===== src/rtl/bus_arb_pkg.sv =====
// Shared definitions for the bus arbiter slice.
//   - state_t  : 3-bit FSM state encoding used by bus_arbiter
//   - OWN_*    : one-hot owner codes, bit order {cpu, dma, irq1, irq2}
//   - COUNT_W  : width of the DMA burst length / remaining-word count
//   - HOLD_W   : width of the DMA hold (beats-per-tenure) counter
//   - ACK_W    : width of the interrupt-acknowledge cycle counter
//   - grant_of : maps a state to the owner code it drives onto the grant lines
package bus_arb_pkg;

    localparam int COUNT_W = 6;
    localparam int HOLD_W  = 6;
    localparam int ACK_W   = 3;

    typedef enum logic [2:0] {
        ST_IDLE = 3'd0,
        ST_CPU  = 3'd1,
        ST_DMA  = 3'd2,
        ST_IRQ1 = 3'd3,
        ST_IRQ2 = 3'd4,
        ST_TURN = 3'd5
    } state_t;

    localparam logic [3:0] OWN_NONE = 4'b0000;
    localparam logic [3:0] OWN_CPU  = 4'b1000;
    localparam logic [3:0] OWN_DMA  = 4'b0100;
    localparam logic [3:0] OWN_IRQ1 = 4'b0010;
    localparam logic [3:0] OWN_IRQ2 = 4'b0001;

    function automatic logic [3:0] grant_of(input state_t st);
        case (st)
            ST_CPU:  grant_of = OWN_CPU;
            ST_DMA:  grant_of = OWN_DMA;
            ST_IRQ1: grant_of = OWN_IRQ1;
            ST_IRQ2: grant_of = OWN_IRQ2;
            default: grant_of = OWN_NONE;
        endcase
    endfunction

endpackage


===== src/rtl/dma_beat_counter.sv =====
// DMA burst accounting for the bus arbiter.
// Tracks the words remaining in the current (or suspended) burst and the
// number of beats taken in the present tenure.
// Ports:
//   clock, reset_n  : system clock (rising edge), async active-low reset
//   i_start         : tenure begins; clears the hold counter
//   i_load          : fresh burst; loads remaining = (i_count==0 ? 1 : i_count)
//   i_clear         : burst abandoned; clears remaining
//   i_beat          : one word transferred this cycle (already qualified by grant)
//   i_count         : requested burst length
//   o_left          : words remaining
//   o_last          : this beat completes the burst
//   o_hold_hit      : hold counter including this beat has reached MAX_HOLD
module dma_beat_counter
    import bus_arb_pkg::*;
#(
    parameter int MAX_HOLD = 16
) (
    input  logic               clock,
    input  logic               reset_n,
    input  logic               i_start,
    input  logic               i_load,
    input  logic               i_clear,
    input  logic               i_beat,
    input  logic [COUNT_W-1:0] i_count,
    output logic [COUNT_W-1:0] o_left,
    output logic               o_last,
    output logic               o_hold_hit
);

    logic [COUNT_W-1:0] r_left;
    logic [HOLD_W-1:0]  r_hold;
    logic [HOLD_W:0]    w_hold_nxt;

    always_ff @(posedge clock or negedge reset_n) begin
        if (!reset_n) begin
            r_left <= '0;
        end else if (i_clear) begin
            r_left <= '0;
        end else if (i_load) begin
            // A zero-length request still moves one word.
            r_left <= (i_count == '0) ? COUNT_W'(1) : i_count;
        end else if (i_beat && (r_left != '0)) begin
            r_left <= r_left - 1'b1;
        end
    end

    always_ff @(posedge clock or negedge reset_n) begin
        if (!reset_n) begin
            r_hold <= '0;
        end else if (i_start) begin
            r_hold <= '0;
        end else if (i_beat && (r_hold != '1)) begin
            r_hold <= r_hold + 1'b1;
        end
    end

    // Look ahead by the current beat so the FSM can leave in the same cycle
    // the limit is reached.
    assign w_hold_nxt = {1'b0, r_hold} + {{HOLD_W{1'b0}}, i_beat};
    assign o_hold_hit = (w_hold_nxt >= (HOLD_W + 1)'(MAX_HOLD));
    assign o_last     = i_beat && (r_left == COUNT_W'(1));
    assign o_left     = r_left;

endmodule


===== src/rtl/bus_arbiter.sv =====
// Owner scheduler for the shared address/data bus: processor, DMA and the
// two I/O interrupt sources. Grants are registered and one-hot; every change
// of owner passes through a one-cycle TURN (all grants low) and an IDLE
// arbitration cycle.
// Ports:
//   clock, reset_n      : system clock, async active-low reset
//   cpu_req, dma_req    : bus requests (levels)
//   dma_count           : burst length sampled at a fresh DMA grant
//   dma_beat            : DMA moved one word (ignored unless dma_gnt)
//   io_irq1, io_irq2    : interrupt pending levels
//   cpu_gnt, dma_gnt    : bus grants
//   io_ack1, io_ack2    : interrupt service strobes (ACK_CYCLES long)
//   busybus             : OR of all grants/acks
//   dma_left            : words remaining in current/suspended burst
//   dma_susp            : burst suspended by hold limit
// Configuration macro: ARB_STARVE_GUARD_EN enables the DMA starvation guard
// (forced DMA win after STARVE_LIMIT waiting cycles). Undefined = strict
// fixed priority.
module bus_arbiter
    import bus_arb_pkg::*;
#(
    parameter int MAX_HOLD     = 16,
    parameter int ACK_CYCLES   = 1,
    parameter int STARVE_LIMIT = 32
) (
    input  logic       clock,
    input  logic       reset_n,
    input  logic       cpu_req,
    input  logic       dma_req,
    input  logic [5:0] dma_count,
    input  logic       dma_beat,
    input  logic       io_irq1,
    input  logic       io_irq2,
    output logic       cpu_gnt,
    output logic       dma_gnt,
    output logic       io_ack1,
    output logic       io_ack2,
    output logic       busybus,
    output logic [5:0] dma_left,
    output logic       dma_susp
);

    state_t             r_state;
    state_t             w_next_state;
    logic [3:0]         r_grant;
    logic               r_busy;
    logic               r_susp;
    logic [ACK_W-1:0]   r_ack_cnt;

    logic               w_start;
    logic               w_load;
    logic               w_clear;
    logic               w_susp_set;
    logic               w_susp_clr;
    logic               w_beat;
    logic               w_last;
    logic               w_hold_hit;
    logic               w_starve;
    logic [COUNT_W-1:0] w_left;

    // Beats outside a DMA tenure are not counted.
    assign w_beat = dma_beat && (r_state == ST_DMA);

    dma_beat_counter #(
        .MAX_HOLD (MAX_HOLD)
    ) u_cnt (
        .clock      (clock),
        .reset_n    (reset_n),
        .i_start    (w_start),
        .i_load     (w_load),
        .i_clear    (w_clear),
        .i_beat     (w_beat),
        .i_count    (dma_count),
        .o_left     (w_left),
        .o_last     (w_last),
        .o_hold_hit (w_hold_hit)
    );

`ifdef ARB_STARVE_GUARD_EN
    localparam int WAIT_W = $clog2(STARVE_LIMIT + 1);
    logic [WAIT_W-1:0] r_wait_cnt;

    // Saturates at the limit so the forced win stays armed until DMA is granted.
    always_ff @(posedge clock or negedge reset_n) begin
        if (!reset_n) begin
            r_wait_cnt <= '0;
        end else if (r_grant[2]) begin
            r_wait_cnt <= '0;
        end else if (dma_req && (r_wait_cnt != WAIT_W'(STARVE_LIMIT))) begin
            r_wait_cnt <= r_wait_cnt + 1'b1;
        end
    end

    assign w_starve = (r_wait_cnt == WAIT_W'(STARVE_LIMIT));
`else
    assign w_starve = 1'b0;
`endif

    always_comb begin
        w_next_state = r_state;
        w_start      = 1'b0;
        w_load       = 1'b0;
        w_clear      = 1'b0;
        w_susp_set   = 1'b0;
        w_susp_clr   = 1'b0;
        case (r_state)
            ST_IDLE: begin
                if (w_starve && dma_req)  w_next_state = ST_DMA;
                else if (cpu_req)         w_next_state = ST_CPU;
                else if (io_irq1)         w_next_state = ST_IRQ1;
                else if (io_irq2)         w_next_state = ST_IRQ2;
                else if (dma_req)         w_next_state = ST_DMA;

                if (w_next_state == ST_DMA) begin
                    // A suspended burst resumes with its remaining count.
                    w_start    = 1'b1;
                    w_load     = !r_susp;
                    w_susp_clr = 1'b1;
                end else if (r_susp && !dma_req) begin
                    w_clear    = 1'b1;
                    w_susp_clr = 1'b1;
                end
            end
            ST_CPU: begin
                if (!cpu_req) w_next_state = ST_TURN;
            end
            ST_DMA: begin
                // Completion outranks a simultaneous request drop or hold limit.
                if (w_last) begin
                    w_next_state = ST_TURN;
                end else if (!dma_req) begin
                    w_clear      = 1'b1;
                    w_next_state = ST_TURN;
                end else if (w_hold_hit && cpu_req) begin
                    w_susp_set   = 1'b1;
                    w_next_state = ST_TURN;
                end
            end
            ST_IRQ1, ST_IRQ2: begin
                if (r_ack_cnt == ACK_W'(ACK_CYCLES - 1)) w_next_state = ST_TURN;
            end
            default: begin
                w_next_state = ST_IDLE;
            end
        endcase
    end

    always_ff @(posedge clock or negedge reset_n) begin
        if (!reset_n) begin
            r_state   <= ST_IDLE;
            r_grant   <= OWN_NONE;
            r_busy    <= 1'b0;
            r_susp    <= 1'b0;
            r_ack_cnt <= '0;
        end else begin
            r_state <= w_next_state;
            // Grants are decoded from the next state so they are registered
            // and change on the same edge as the state.
            r_grant <= grant_of(w_next_state);
            r_busy  <= |grant_of(w_next_state);
            if (w_susp_set) begin
                r_susp <= 1'b1;
            end else if (w_susp_clr) begin
                r_susp <= 1'b0;
            end
            if (((r_state == ST_IRQ1) || (r_state == ST_IRQ2)) &&
                (w_next_state == r_state)) begin
                r_ack_cnt <= r_ack_cnt + 1'b1;
            end else begin
                r_ack_cnt <= '0;
            end
        end
    end

    assign cpu_gnt  = r_grant[3];
    assign dma_gnt  = r_grant[2];
    assign io_ack1  = r_grant[1];
    assign io_ack2  = r_grant[0];
    assign busybus  = r_busy;
    assign dma_left = w_left;
    assign dma_susp = r_susp;

endmodule

===== config.mk =====
export PLATFORM = sky130hd
export DESIGN_NAME = bus_arbiter
export DESIGN_NICKNAME = d
export VERILOG_FILES = /design/src/rtl/bus_arb_pkg.sv /design/src/rtl/dma_beat_counter.sv /design/src/rtl/bus_arbiter.sv
export SDC_FILE = /design/constraint.sdc
export NUM_CORES = 1
export LEC_CHECK = 0
export CAP_MARGIN = 20
export CORE_ASPECT_RATIO = 0.6
export CORE_MARGIN = 3
export CORE_UTILIZATION = 40
export CTS_CLUSTER_SIZE = 25
export DETAILED_ROUTE_END_ITERATION = 7
export GPL_TIMING_DRIVEN = 0
export PLACE_DENSITY = 0.62
export RECOVER_POWER = 50
export REMOVE_ABC_BUFFERS = 1
export SETUP_SLACK_MARGIN = 0.1
export SLEW_MARGIN = 20
export SYNTH_ARGS = -nofsm -noshare
export SYNTH_HDL_FRONTEND = slang
export SYNTH_HIERARCHICAL = 1
export SYNTH_SLANG_ARGS = --single-unit

===== constraint.sdc =====
create_clock -name clock -period 2.3 [get_ports clock]
set_clock_uncertainty 0.1 [all_clocks]
set_input_delay 0.345 -clock clock [delete_from_list [all_inputs] [get_ports clock]]
set_output_delay 0.345 -clock clock [all_outputs]
set_load 0.005 [all_outputs]

==> results of run 1 <==
==> flip-flops by register name, summed over array words and instances (netlist names) <==
signal	cells
u_cnt/o_left	6
u_cnt/r_hold	6
r_grant	4
r_ack_cnt	3
r_state	3
busybus	1
dma_susp	1
==> cell usage after synthesis (2+ instances only) <==
cell,instances
o21a_1,2
nand2b_1,2
o21ai_0,2
nor3_1,3
a21oi_1,9
nand2_1,8
o211ai_1,2
xor2_1,3
nor3_2,2
a221oi_1,2
nor2b_1,2
nand4_1,3
xnor2_1,3
or3_2,2
o31ai_4,2
and3_1,4
nor3b_1,4
nor2_1,16
inv_1,13
ha_1,8
mux2i_1,6
nand3_1,2
dfrtp_1,24
==> timing repair <==
action,4_1_cts,5_1_grt
resized for setup,11,10
hold endpoints to repair,0,13
buffers inserted,10,2
pin swaps,6,7
setup endpoints to repair,15,13
hold buffers,0,1
==> critical path, delay by kind of cell, from the launching register on <==
family / cells / cell delay, ns
AOI/OAI and AO/OA: 2 / 0.48
buffers and inverters: 1 / 0.12
and+or+nand+nor: 6 / 1.07
DFF: 1 / 0.43
==> final timing paths <==
path,from,endpoint,slack [ns],depth (start not counted)
max,r_state[2]$_DFF_PN0_,r_grant[0]$_DFF_PN0_,-0.02,9
min,r_ack_cnt[0]$_DFF_PN0_,r_ack_cnt[0]$_DFF_PN0_,0.40,1
max reg2reg,r_state[2]$_DFF_PN0_,r_grant[0]$_DFF_PN0_,-0.02,9
min reg2reg,r_ack_cnt[0]$_DFF_PN0_,r_ack_cnt[0]$_DFF_PN0_,0.40,1
max in group asynchronous,reset_n,r_state[0]$_DFF_PN0_,0.42,2
min in group asynchronous,reset_n,r_grant[3]$_DFF_PN0_,0.79,2
==> kinds of logic after synthesis <==
| group | Yosys count | synth area share [%] |
|---|---|---|
| and+or+nand+nor | 61 | 25.4 |
| AOI/OAI and AO/OA | 29 | 15.8 |
| DFF | 24 | 40.0 |
| buffers and inverters | 16 | 4.59 |
| adders and majority gates | 8 | 6.67 |
| xor gates and xnor gates | 6 | 3.50 |
| muxes | 6 | 4.00 |
==> final cells by class <==
| type | instances | area (um^2) | share of cell area [%] |
|---|---|---|---|
| multi-input cells | 110 | 905 | 45.2 |
| flip-flops and latches | 24 | 604 | 30.2 |
| repair buffers | 37 | 334 | 16.7 |
| well taps | 45 | 56.3 | 2.81 |
| clock buffers | 4 | 55.1 | 2.75 |
| inverters | 13 | 48.8 | 2.44 |
==> layer usage <==
metal | part of all wire, % | up-vias
met5 | 0 | -
met4 | 0 | 0
met3 | 2.5 | 0
met2 | 47 | 21
met1 | 50 | 601
li1 | - | 612
==> power groups by stage <==
stage          clock [mW]  combinational (mW)  sequential [mW]
2_1_floorplan           0               0.381            0.671
3_3_place_gp            0               0.636            0.686
3_5_place_dp            0               0.650            0.694
4_1_cts             0.303               0.791            0.675
5_1_grt             0.323               0.911            0.699
6_report            0.291               0.830            0.677
==> layout by cell type, fill, tap and decap left out, types with 3 or more instances in the layout <==
| cell type | instances |
|---|---|
| dfrtp_2 | 3 |
| buf_4 | 10 |
| nand2_1 | 7 |
| clkdlybuf4s50_1 | 21 |
| nand4_1 | 3 |
| dfrtp_1 | 21 |
| nor2_1 | 14 |
| mux2i_1 | 6 |
| dlygate4sd3_1 | 3 |
| xor2_1 | 3 |
| ha_1 | 7 |
| clkbuf_8 | 4 |
| a21oi_1 | 9 |
| inv_1 | 12 |
| xnor2_1 | 3 |
| and3_1 | 3 |
| nor3b_1 | 3 |
| nor3_1 | 3 |
==> flow_summary.toml, run 1 <==
[clock_network]
cts.htree.levels = 1
clk_latency_ns = 0.27
clk_pin_slew_ns = 0.09
root_buffer = "clkbuf_8"
numCtsBuffers = 3
cts_buffer_depth = 2
cts.sinks = 24
tritoncts = "built"

[outcome]
violations = "setup timing"
outcome = "finished with violations"

[setup_path]
critPathRequiredTime_ns = 2.37
critical_path_class = "flop to flop"
cp_cell_sequence = "nor2_4, and3_4, buf_4, and4_1, and2b_4, a31o_1, a22o_4, nor2b_4, and2_4"
crit_path_end_kind = "flop"
crit_arrival_ns = 2.39
cp-start-kind = "flop"
cpPeakStageDelay_ns = 0.43
crit_slowest_cell = "dfrtp_2"
worstPathMaxFanout = 4

[floorplanning]
row_count = 16
initial_core_util_pct = 43.8
num_io_pins = 25
core_area_um2 = 3420
die_h_um = 53.4
dieArea_um2 = 4550
die_x_um = 85.1

[routing]
first_pass_iters = 4
wl_um = 3450
routedWlPerCell_um = 14.8
num_vias = 1234
viasPerCell = 5.30
drtAntennaViolNets = 0
dr.first_iter.drc_count = 72
drc_errors = 0

[timing]
fmax_ghz = 0.432
fin_crit_sh_pct = 101
tightest_slew_ns = 1.33
finalSetupViolCount = 2
rsz0062_at_grt = "yes"
max_slew_margin_pct = 11.1
finalHoldViolCount = 0
setup_slack_ns = -0.0157
finalSetupTns_ns = -0.0268
final_max_slew_viol_count = 0
fin_hold_ws_ns = 0.396
min_period_ns = 2.32

[cells_and_area]
fin_cells = 233
n_antenna_cell = 0
drive_gt1_share_pct = 22.3
fin_util_pct = 58.5
final_cell_area_um2 = 2000
area_growth_pct = 33.5
final_nets = 210
fill_cells = 285

[global_route]
grt_pass1_wl_um = 5690
use_met3_pct = 3.89
grt_usage_pct = 16.4
grt_max_degree = 25
antenna_found_initial = 0
grt_use_met1_pct = 21.4
globalRouteMet2Util_pct = 27.7
grt_busiest_layer = "met2"
grt_pass1_vias = 1214
overflow = 0

[place]
dp_hpwl_um = 2320
dp_cells = 216
placed_area_um2 = 1780
place_ws_ns = -0.669
gp_congestion = 0.835
port_buffers = 24

[yosys]
synth-async-reset-ratio_pct = 100
ys_ff_latch = 24
syn_avg_cell_area_um2 = 10.0
synth_area_um2 = 1500
synthDistinctLibCells = 49
synth_top_cell_area_share_pct = 40.0
ys_seq_area_share_pct = 40.0
synth_largest_area_cell = "dfrtp_1"
synthTopCellsByArea = "dfrtp_1 (40%), ha_1 (6.7%), mux2i_1 (4.0%)"
synth_edf_count = 0
ys.flop_type = "dfrtp_1"
yosysWarningCount = 6
synthCells = 150

[pwr]
switching_power_mw = 0.647
p_sw_share_pct = 36.0
finalPower_mw = 1.80
p_clk_share_pct = 16.2
p_leak_nw = 0.928
ir_worst_vdd_v = 0.000461
p_int_mw = 1.15
power_frac_comb_pct = 46.1
seq_power_share_pct = 37.7
p_per_area_nw_per_um2 = 898

[min_path]
hold_class = "flop to flop"

[flow_run]
maxCapViolCount = 0
Note: power is estimated with default switching activity, not from simulation.
==> run 2: changes to the inputs <==
--- a/config.mk
+++ b/config.mk
@@ -16,7 +16,7 @@
 export RECOVER_POWER = 50
 export REMOVE_ABC_BUFFERS = 1
 export SETUP_SLACK_MARGIN = 0.1
-export SLEW_MARGIN = 20
+export SLEW_MARGIN = 10
 export SYNTH_ARGS = -nofsm -noshare
 export SYNTH_HDL_FRONTEND = slang
 export SYNTH_HIERARCHICAL = 1
==> results of run 2 <==
No change in the layout: final DEF, timing and power equal those of run 1.
==> run 3: changes to the inputs <==
--- a/config.mk
+++ b/config.mk
@@ -5,6 +5,7 @@
 export SDC_FILE = /design/constraint.sdc
 export NUM_CORES = 1
 export LEC_CHECK = 0
+export ABC_CLOCK_PERIOD_IN_PS = 2300
 export CAP_MARGIN = 20
 export CORE_ASPECT_RATIO = 0.6
 export CORE_MARGIN = 3
==> results of run 3 <==
No change in the layout: final DEF, timing and power equal those of run 1.
